==> src/rtl/stopwatch_input_ctrl.sv <==
// Stopwatch front end: synchronizes and debounces three raw buttons, then runs the
// IDLE/RUN/PAUSED control FSM and the divider that paces the downstream BCD counters.
module stopwatch_input_ctrl #(
    parameter int DB_CYCLES = 1000000,
    parameter int TICK_DIV  = 1000000
) (
    input  logic clk_100MHz,
    input  logic reset,
    input  logic start_btn,
    input  logic stop_btn,
    input  logic lap_btn,
    output logic run,
    output logic tick,
    output logic clear,
    output logic lap_hold
);

    localparam int CNT_W = $clog2(DB_CYCLES + 1);
    localparam int DIV_W = (TICK_DIV > 1) ? $clog2(TICK_DIV) : 1;
    localparam logic [CNT_W-1:0] DB_LAST  = CNT_W'(DB_CYCLES - 1);
    localparam logic [DIV_W-1:0] DIV_LAST = DIV_W'(TICK_DIV - 1);

    typedef enum logic [1:0] {
        IDLE   = 2'd0,
        RUN    = 2'd1,
        PAUSED = 2'd2
    } state_t;

    // Button order in the vectors below: bit 0 start, bit 1 stop, bit 2 lap.
    logic [2:0]       w_raw;
    logic [2:0]       r_sync1;
    logic [2:0]       r_sync2;
    logic [2:0]       r_db_level;
    logic [2:0]       r_db_level_d;
    logic [2:0]       r_press;
    logic [CNT_W-1:0] r_db_cnt [3];

    assign w_raw = {lap_btn, stop_btn, start_btn};

    // NOTE: every register is written with <= so all flops sample the same pre-edge values.
    always_ff @(posedge clk_100MHz) begin
        if (!reset) begin
            r_sync1      <= '0;
            r_sync2      <= '0;
            r_db_level   <= '0;
            r_db_level_d <= '0;
            r_press      <= '0;
            for (int i = 0; i < 3; i++) begin
                r_db_cnt[i] <= '0;
            end
        end else begin
            r_sync1      <= w_raw;
            r_sync2      <= r_sync1;
            r_db_level_d <= r_db_level;
            r_press      <= r_db_level & ~r_db_level_d;
            for (int i = 0; i < 3; i++) begin
                if (r_sync2[i] == r_db_level[i]) begin
                    r_db_cnt[i] <= '0;
                end else if (r_db_cnt[i] == DB_LAST) begin
                    r_db_level[i] <= r_sync2[i];
                    r_db_cnt[i]   <= '0;
                end else begin
                    r_db_cnt[i] <= r_db_cnt[i] + CNT_W'(1);
                end
            end
        end
    end

    // Stop wins over a coincident start, so a simultaneous start is discarded.
    logic w_start_p;
    logic w_stop_p;
    logic w_lap_p;

    assign w_stop_p  = r_press[1];
    assign w_start_p = r_press[0] & ~r_press[1];
    assign w_lap_p   = r_press[2];

    state_t           r_state;
    state_t           w_next_state;
    logic             r_lap_hold;
    logic             w_lap_next;
    logic             r_clear;
    logic             w_clear_next;
    logic             r_tick;
    logic [DIV_W-1:0] r_div;
    logic             w_counting;

    // NOTE: every always_comb output gets a default first so no path can infer a latch.
    always_comb begin
        w_next_state = r_state;
        w_lap_next   = r_lap_hold;
        w_clear_next = 1'b0;
        case (r_state)
            IDLE: begin
                if (w_start_p) w_next_state = RUN;
            end
            RUN: begin
                if (w_stop_p) w_next_state = PAUSED;
                if (w_lap_p)  w_lap_next   = ~r_lap_hold;
            end
            PAUSED: begin
                if (w_lap_p) w_lap_next = 1'b0;
                if (w_stop_p) begin
                    w_next_state = IDLE;
                    w_clear_next = 1'b1;
                    w_lap_next   = 1'b0;
                end else if (w_start_p) begin
                    w_next_state = RUN;
                end
            end
            default: w_next_state = IDLE;
        endcase
    end

    // Counting only while staying in RUN keeps tick from ever landing outside RUN.
    assign w_counting = (r_state == RUN) && (w_next_state == RUN);

    always_ff @(posedge clk_100MHz) begin
        if (!reset) begin
            r_state    <= IDLE;
            r_lap_hold <= 1'b0;
            r_clear    <= 1'b0;
            r_tick     <= 1'b0;
            r_div      <= '0;
        end else begin
            r_state    <= w_next_state;
            r_lap_hold <= w_lap_next;
            r_clear    <= w_clear_next;
            r_tick     <= w_counting && (r_div == DIV_LAST);
            if (w_clear_next) begin
                r_div <= '0;
            end else if (w_counting) begin
                r_div <= (r_div == DIV_LAST) ? '0 : r_div + DIV_W'(1);
            end
        end
    end

    assign run      = (r_state == RUN);
    assign tick     = r_tick;
    assign clear    = r_clear;
    assign lap_hold = r_lap_hold;

endmodule

==> config.mk <==
export PLATFORM = sky130hd
export DESIGN_NAME = stopwatch_input_ctrl
export DESIGN_NICKNAME = d
export VERILOG_FILES = /design/src/rtl/stopwatch_input_ctrl.sv
export SDC_FILE = /design/constraint.sdc
export NUM_CORES = 1
export LEC_CHECK = 0
export ABC_CLOCK_PERIOD_IN_PS = 2800
export CAP_MARGIN = 20
export CORE_MARGIN = 5
export CORE_UTILIZATION = 60
export CTS_CLUSTER_DIAMETER = 150
export CTS_CLUSTER_SIZE = 8
export DETAILED_ROUTE_END_ITERATION = 10
export HOLD_SLACK_MARGIN = 0.06
export PLACE_DENSITY = 0.8
export SETUP_SLACK_MARGIN = 0.4
export SYNTH_ARGS = -nofsm -noshare
export SYNTH_HDL_FRONTEND = slang
export SYNTH_SLANG_ARGS = --single-unit
==> constraint.sdc <==
create_clock -name clk_100MHz -period 2.8 [get_ports clk_100MHz]
set_input_delay 0.56 -clock clk_100MHz [delete_from_list [all_inputs] [get_ports clk_100MHz]]
set_output_delay 0.56 -clock clk_100MHz [all_outputs]
set_load 0.005 [all_outputs]
==> out/qor.txt, run 1 <==
ROUTING
----------------------------------------------------------------------------------------------------
M1 wire length                                                                               4.30 mm
Met2 wirelength from detailed routing                                                        4.49 mm
Uppermost routed layer                                                                          met4
Number of violations reported at the end of detailed-routing iteration 0                         135
Total vias in the final route                                                                   3754
Detailed Routing Iterations Pass 1                                                                 4
Met3 WL post-DR                                                                               420 um
Number of vias per cell                                                                         5.45
Final Routed Wirelength                                                                      9.31 mm
Drt wl/cell                                                                                  13.5 um
DRC violation count after routing                                                                  0
Antenna-violating nets left                                                                        0

CLOCK TREE
----------------------------------------------------------------------------------------------------
Clock-pin slew reported for the worst setup and hold paths after clock tree synthesis        0.10 ns
Root Driver                                                                             sky130_fd_sc_hd__clkbuf_8
Buffer depth of the longest clock path                                                             2
Clock tree from TritonCTS                                                                       done
Post-cts hold buffer count                                                                         0
Number of H-tree branching levels                                                                  3
Clock latency at the later pin of the worst-skew pair                                        0.37 ns
Number of buffers created by CTS                                                                   9
Clock net sink count                                                                             100

TIMING
----------------------------------------------------------------------------------------------------
Unrepaired setup endpoints after global routing                                                 true
Setup TNS                                                                                       0 ns
Post-route fraction of the period consumed by the critical path                                0.831
Clock Skews                                                                               0.00555 ns
Count of pins over their slew limit                                                                0
Time the final worst path needs with I/O delays and setup                                    2.33 ns
Final-report setup violation count                                                                 0
Number of failing hold endpoints at the final stage                                                0
Relative slew margins                                                                          0.575
Worst Slack Setup Final                                                                     0.473 ns
Slew at the pin with the worst max-slew slack                                               0.634 ns
Maximum achievable frequency                                                                 430 MHz

WORST HOLD PATH
----------------------------------------------------------------------------------------------------
Class of the worst hold path                                                            flip-flop to flip-flop
Hold wc startpoint                                                                      r_db_level_d[1]
Min-Delay Endpoint                                                                        r_press[1]
Count of cells along the worst hold path                                                           1

POWER
----------------------------------------------------------------------------------------------------
Internal power of the cells                                                                  2.07 mW
Final Power                                                                                  2.70 mW
Power per Cell Area                                                                      471 nW/um^2
Proportion of power drawn by the clock network                                                 0.355
Reg power frac                                                                                 0.607
Leakage power total                                                                          2.05 nW
Switching component of the power                                                            0.629 mW
Combinational group share of total power                                                       0.038
Max VDD drop                                                                                  350 uV
Switching part of the total power                                                              0.233

PLACEMENT
----------------------------------------------------------------------------------------------------
DP Cell Count                                                                                    673
Minimum setup slack after placement                                                         0.285 ns
Detailed placer's ending HPWL                                                                6.60 mm
Weighted congestion reported at the end of routability-driven placement                        0.821
Number of port buffers                                                                             8

WORST SETUP PATH
----------------------------------------------------------------------------------------------------
Startpoint-to-endpoint class of the critical path                                       flip-flop to flip-flop
Kind of start point of the critical path                                                   flip-flop
Endpoint required time on the critical path                                                  3.07 ns
Depth of the most critical reg-to-reg path                                                         5
Data arrival at the endpoint of the critical path                                            2.60 ns
Critical path fanouts, max                                                                        10
Endpoint of the most critical register-to-register path                                    r_div[14]
Critical Path End Type                                                                     flip-flop
Reg-to-reg critical path startpoint                                                        r_div[16]
Worst setup slack for register-to-register paths                                             0.47 ns

FINAL LAYOUT
----------------------------------------------------------------------------------------------------
Core Util, Final                                                                               0.697
Area delta synth->final                                                                        13.4%
Diode count                                                                                        0
Final #Nets                                                                                      592
Fraction of final layout cells sized beyond drive strength 1                                  0.0668
Fill count                                                                                       637
Non-filler instance count after layout                                                           689

SYNTH
----------------------------------------------------------------------------------------------------
Mean area per synthesized cell                                                             9.90 um^2
Post-synth EDFFs                                                                                  60
Warning count from the yosys run                                                                   0
Seq/Total Area, Yosys                                                                          0.516
Syn Inst Count                                                                                   510
Area of the mapped netlist                                                                 5050 um^2
Async set-reset flop share out of synthesis                                                        0
Netlist cell types                                                                                50
Post-synthesis register bit count                                                                100
Synth Flop Type                                                                         sky130_fd_sc_hd__edfxtp_1

GRT
----------------------------------------------------------------------------------------------------
Global-route wire length before repair                                                       16.1 mm
GR Overflow Total                                                                                  0
Total GRT Usage                                                                                0.195
Antenna violations before repair                                                                   0
Maximum number of pins on one net before global-route repair                                      21
Number of global-route vias before repair                                                       3688

FLOORPLANNING
----------------------------------------------------------------------------------------------------
Die Area                                                                                  10300 um^2
Io pins                                                                                            9
Effective utilization at floorplan                                                             0.614
Standard-cell rows                                                                                33
Die outline width                                                                             102 um
Die Y-Extent                                                                                  102 um
Placeable core region                                                                      8220 um^2

OUTCOME
----------------------------------------------------------------------------------------------------
Result of the run                                                                       finished clean

RUN
----------------------------------------------------------------------------------------------------
Max Cap Viol                                                                                       0

-- critical path: stages, from the launching register on --
cell,delay (ns)
sky130_fd_sc_hd__dfxtp_1,0.43
sky130_fd_sc_hd__nand3_1,0.15
sky130_fd_sc_hd__or4b_1,0.59
sky130_fd_sc_hd__nor3_2,0.56
sky130_fd_sc_hd__o21ai_0,0.21
sky130_fd_sc_hd__a32o_1,0.29
-- layout by cell type, fill, tap and decap left out, drive strengths merged, types with 12 or more instances in the layout --
cell type	count
nand3	25
xnor2	31
edfxtp	60
dfxtp	40
nor4	12
nand2	37
nand4	21
and2	18
conb	60
nor2	82
and3	12
nor3	19
inv	18
xor2	30
-- final cells by class --
cell class	count	area (um^2)	area share
multi-input cells	436	2580	0.450
repair buffers	18	155	0.0271
well taps	105	131	0.0230
clock buffers	9	124	0.0216
inverters	14	52.6	0.00918
clock inverters	7	80.1	0.0140
flip-flops and latches	100	2600	0.455
-- sequential cells by signal (all words and copies together), names as in the netlist --
register	count
r_sync2	3
r_db_level	3
r_db_cnt	60
r_state	2
clear	1
r_div	20
r_sync1	3
lap_hold	1
r_db_level_d	3
r_press	3
tick	1
-- per-stage QoR --
| step | hold WS, ns | cell area, um^2 |
|---|---|---|
| floorplan | 0.367 | 5270 |
| global placement | 0.372 | 5470 |
| detailed placement | 0.372 | 5470 |
| CTS | 0.390 | 5680 |
| global route | 0.402 | 5720 |
| finish | 0.389 | 5720 |
-- synthesized netlist by cell type (2+ instances only) --
cell	instances	area, um^2
sky130_fd_sc_hd__nand3b_1	5	37.5
sky130_fd_sc_hd__and4_1	10	87.6
sky130_fd_sc_hd__nor2_1	82	308
sky130_fd_sc_hd__nor3_1	18	90.1
sky130_fd_sc_hd__o21ai_0	10	50.1
sky130_fd_sc_hd__buf_2	2	10.0
sky130_fd_sc_hd__xnor2_1	31	272
sky130_fd_sc_hd__nand2_1	37	139
sky130_fd_sc_hd__inv_1	13	48.8
sky130_fd_sc_hd__ha_1	8	100
sky130_fd_sc_hd__a32o_1	2	20.0
sky130_fd_sc_hd__nand4_1	21	131
sky130_fd_sc_hd__o211a_1	2	20.0
sky130_fd_sc_hd__or4_1	3	22.5
sky130_fd_sc_hd__edfxtp_1	60	1800
sky130_fd_sc_hd__dfxtp_1	40	801
sky130_fd_sc_hd__nor4b_1	4	35.0
sky130_fd_sc_hd__and2_1	18	113
sky130_fd_sc_hd__clkbuf_1	15	56.3
sky130_fd_sc_hd__or3_1	3	18.8
sky130_fd_sc_hd__o21bai_1	2	15.0
sky130_fd_sc_hd__a31oi_1	3	18.8
sky130_fd_sc_hd__nor4_1	12	75.1
sky130_fd_sc_hd__nor2b_1	7	43.8
sky130_fd_sc_hd__xor2_1	30	263
sky130_fd_sc_hd__a21oi_1	10	50.1
sky130_fd_sc_hd__or4b_1	2	20.0
sky130_fd_sc_hd__nand3_1	25	125
sky130_fd_sc_hd__and3_1	12	75.1
sky130_fd_sc_hd__mux2i_1	3	30.0
-- power groups by stage --
stage               clock, mW  sequential (mW)  combinational [mW]
global placement            0             1.67              0.0949
CTS                     0.984             1.64              0.0995
floorplan                   0             1.66              0.0751
finish                  0.957             1.64               0.102
detailed placement          0             1.67              0.0978
global route             1.05             1.64               0.117
-- repair_timing --
action,in CTS,in global routing
buffers inserted,0,0
gates resized for setup,4,8
pin swaps,0,0
endpoints found under the setup margin,6,28
-- worst max-delay path by stage --
stage,to,start,slack (ns)
after global placement,r_div[19],r_state[1],0.37
final,r_div[14],r_div[16],0.47
after floorplan,r_div[6],r_state[1],0.49
after detailed placement,r_div[15],r_state[1],0.29
after CTS,r_div[19],r_state[1],0.42
after global routing,r_div[19],r_state[1],0.39
-- metal layers --
layer / vias to the layer above / track usage
met5: - / 0
met4: 0 / 0.0511
met3: 10 / 0.0585
met2: 76 / 0.322
met1: 1773 / 0.250
li1: 1895 / -
-- cells by family after synthesis --
group	after synthesis	share of synthesized area
buffers and inverters	33	0.0280
muxes	3	0.00595
adders and majority gates	8	0.0198
AOI/OAI and AO/OA	39	0.0521
xor gates and xnor gates	61	0.106
other	1	0.000743
DFF	100	0.516
and+or+nand+nor	265	0.272
Power figures use the tool's default switching activity.
==> inputs of run 2 (changes only) <==
Settings changed: ABC_CLOCK_PERIOD_IN_PS 2800 to 2100, CORE_UTILIZATION 60 to 56, PLACE_DENSITY 0.8 to 0.79.
Clock period 2.8 ns to 2.1 ns, I/O delays scaled along.
==> run 2 against run 1 <==
The run now ends with setup timing left. Register-to-register slack got worse by 0.54 ns. Core utilization increased by 10 points. Worst setup slack got worse by 0.54 ns. Power up 36%. Sequential share of layout area is 8.2 points lower. Combinational power increased by 140%. Non-clock buffer count grew 69. Fmax rose by 7.5%. Critical path depth is the same. Sequential power grew 33%. Clock-buffer cell count grew 1. Critical path type unchanged. Highest routed layer unchanged.
==> out/qor.txt, run 2 (synthesized netlist as in run 1, its figures left out) <==
WORST SETUP PATH
----------------------------------------------------------------------------------------------------
Cell-by-cell listing of the critical path                                               and4_2, nand4_1, nor4_4, or3b_4, a21oi_2
Depth of the most critical reg-to-reg path                                                         5   unchanged
Data arrival at the endpoint of the critical path                                            2.47 ns   -0.13 ns
Reg-to-reg critical path startpoint                                                         r_div[8]
Critical path fanouts, max                                                                         7   -3
Startpoint-to-endpoint class of the critical path                                       flip-flop to flip-flop
Kind of start point of the critical path                                                   flip-flop
Launching instance or port of the critical path                                             r_div[8]
Endpoint required time on the critical path                                                  2.41 ns   -0.66 ns
Highest cell delay on the worst timing path                                                  0.46 ns   -0.13 ns
Slowest cell on the critical path                                                       sky130_fd_sc_hd__dfxtp_1
Critical Path End Type                                                                     flip-flop

ROUTING
----------------------------------------------------------------------------------------------------
Total vias in the final route                                                                   4434   +18%
Uppermost routed layer                                                                          met4
Met3 WL post-DR                                                                               801 um   +91%
Met2 wirelength from detailed routing                                                        7.11 mm   +59%
Drt wl/cell                                                                                  18.0 um   +33%
M1 wire length                                                                               5.19 mm   +21%
DRC violation count after routing                                                                  0   unchanged
Final Routed Wirelength                                                                      13.7 mm   +47%
Antenna-violating nets left                                                                        0   unchanged
Number of vias per cell                                                                         5.83   +6.9%
Detailed Routing Iterations Pass 1                                                                 5   +1
Number of violations reported at the end of detailed-routing iteration 0                         204   +51%

WORST HOLD PATH
----------------------------------------------------------------------------------------------------
Count of cells along the worst hold path                                                           1   unchanged
Hold wc startpoint                                                                      r_db_level_d[2]
Class of the worst hold path                                                            flip-flop to flip-flop

PLACEMENT
----------------------------------------------------------------------------------------------------
Number of port buffers                                                                             8   unchanged
Minimum setup slack after placement                                                       -0.0511 ns   -0.337 ns
Weighted congestion reported at the end of routability-driven placement                        0.849   +3.4%
DP Cell Count                                                                                    693   +3.0%
Detailed placer's ending HPWL                                                                6.88 mm   +4.2%
Total placed instance area                                                                 5710 um^2   +4.5%

FINAL LAYOUT
----------------------------------------------------------------------------------------------------
Commonest non-fill, non-tap cells in the layout                                         60 x sky130_fd_sc_hd__edfxtp_1, 60 x sky130_fd_sc_hd__conb_1, 54 x sky130_fd_sc_hd__buf_4, 43 x sky130_fd_sc_hd__nor2_1, 37 x sky130_fd_sc_hd__nor2_4
Non-filler instance count after layout                                                           761   +10%
Area of the multi-input gates                                                              3130 um^2   +22%
Flip-flop count of the largest register, all copies and words added                               60   unchanged
Diode count                                                                                        0   unchanged
Post-route cell area                                                                       7020 um^2   +23%
Fraction of final layout cells sized beyond drive strength 1                                   0.303   +0.236
Registers with the highest flip-flop counts                                             r_db_cnt x60, r_div x20
Area delta synth->final                                                                        39.1%
Biggest register                                                                            r_db_cnt
Final #Nets                                                                                      661   +12%
Fill count                                                                                       501   -21%
Core Util, Final                                                                               0.801   +0.105
Area occupied by registers                                                                 2620 um^2   +0.53%

TIMING
----------------------------------------------------------------------------------------------------
Setup TNS                                                                                  -0.192 ns   -0.192 ns
Time the final worst path needs with I/O delays and setup                                    2.16 ns   -0.163 ns
Clock Skews                                                                               0.00752 ns   +0.00197 ns
Number of failing hold endpoints at the final stage                                                0   unchanged
Final-report setup violation count                                                                 6   +6
Worst Slack Setup Final                                                                   -0.0647 ns   -0.537 ns
Count of pins over their slew limit                                                                0   unchanged
Worst hold slack across all endpoints                                                       0.385 ns   -0.00364 ns
Maximum achievable frequency                                                                 462 MHz   +7.5%
Unrepaired setup endpoints after global routing                                                 true
Post-route fraction of the period consumed by the critical path                                 1.03   +0.200

RUN
----------------------------------------------------------------------------------------------------
Max Cap Viol                                                                                       0   unchanged

FLOORPLANNING
----------------------------------------------------------------------------------------------------
Io pins                                                                                            9   unchanged
Effective utilization at floorplan                                                             0.576   -0.0383
Die Y-Extent                                                                                  105 um   +3.2%
Die outline width                                                                             105 um   +3.2%
Standard-cell rows                                                                                34   +3.0%
Die Area                                                                                  11000 um^2   +6.4%
Placeable core region                                                                      8760 um^2   +6.7%

GRT
----------------------------------------------------------------------------------------------------
Number of global-route vias before repair                                                       4078   +11%
GR Overflow Total                                                                                  0   unchanged
Antenna violations before repair                                                                   0   unchanged
Global-route wire length before repair                                                       18.6 mm   +15%
Maximum number of pins on one net before global-route repair                                      21   unchanged
Total GRT Usage                                                                                0.204   +0.00902

POWER
----------------------------------------------------------------------------------------------------
Max VDD drop                                                                                  477 uV   +36%
Final Power                                                                                  3.66 mW   +36%
Leakage power total                                                                          2.59 nW   +26%
Power per Cell Area                                                                      521 nW/um^2   +11%

CLOCK TREE
----------------------------------------------------------------------------------------------------
Post-cts hold buffer count                                                                         0   unchanged
Clock-pin slew reported for the worst setup and hold paths after clock tree synthesis        0.10 ns   about the same
Clock tree from TritonCTS                                                                       done
Number of buffers created by CTS                                                                   9   unchanged
Clock latency at the later pin of the worst-skew pair                                        0.37 ns   about the same
Clock net sink count                                                                             100   unchanged
Buffer depth of the longest clock path                                                             2   unchanged
Number of H-tree branching levels                                                                  3   unchanged
Root Driver                                                                             sky130_fd_sc_hd__clkbuf_8

OUTCOME
----------------------------------------------------------------------------------------------------
Result of the run                                                                       finished, violations left
Failing checks                                                                          setup timing

-- run 2: cell count changes in the layout (fill, tap and decap cells not counted), sizes merged --
| cell | delta |
|---|---|
| buf | +66 |
| inv | -3 |
| clkinvlp | +2 |
| clkbuf | +5 |
| clkdlybuf4s50 | -1 |
-- run 2: metal layers --
layer	vias to the layer above	track usage
li1	2040	-
met1	2123	0.243
met2	212	0.357
met3	59	0.0506
met4	0	0.0712
met5	-	0
-- run 2: area by class of cell --
| class | instances | area share |
|---|---|---|
| repair buffers | 87 | 0.126 |
| well taps | 108 | 0.0192 |
| clock inverters | 6 | 0.00927 |
| multi-input cells | 436 | 0.446 |
| inverters | 14 | 0.00820 |
| flip-flops and latches | 100 | 0.373 |
| clock buffers | 10 | 0.0182 |
-- run 2: worst max-delay path: cells and delay by family (launching register included) --
kind               cells  cell delay (ns)
DFF                    1             0.46
AOI/OAI and AO/OA      1             0.16
and+or+nand+nor        4             1.48
-- run 2: report_power, final --
group / internal (mW) / switching, mW / leakage (nW)
Clock: 0.552 / 0.684 / 0.0866
Combinational: 0.109 / 0.137 / 1.55
Sequential: 2.13 / 0.0523 / 0.946
-- run 2: path summary, 6_finish.rpt --
path / endpoint / slack, ns
setup / recovery: r_div[19] / -0.06
hold / removal: r_press[2] / 0.39
setup reg to reg: r_div[19] / -0.06
hold reg to reg: r_press[2] / 0.39
-- run 2: what timing repair did --
item,in CTS,in global routing
endpoints found under the setup margin,75,83
pin swaps,17,29
setup buffers,24,21
cloned,2,5
resized for setup,53,112
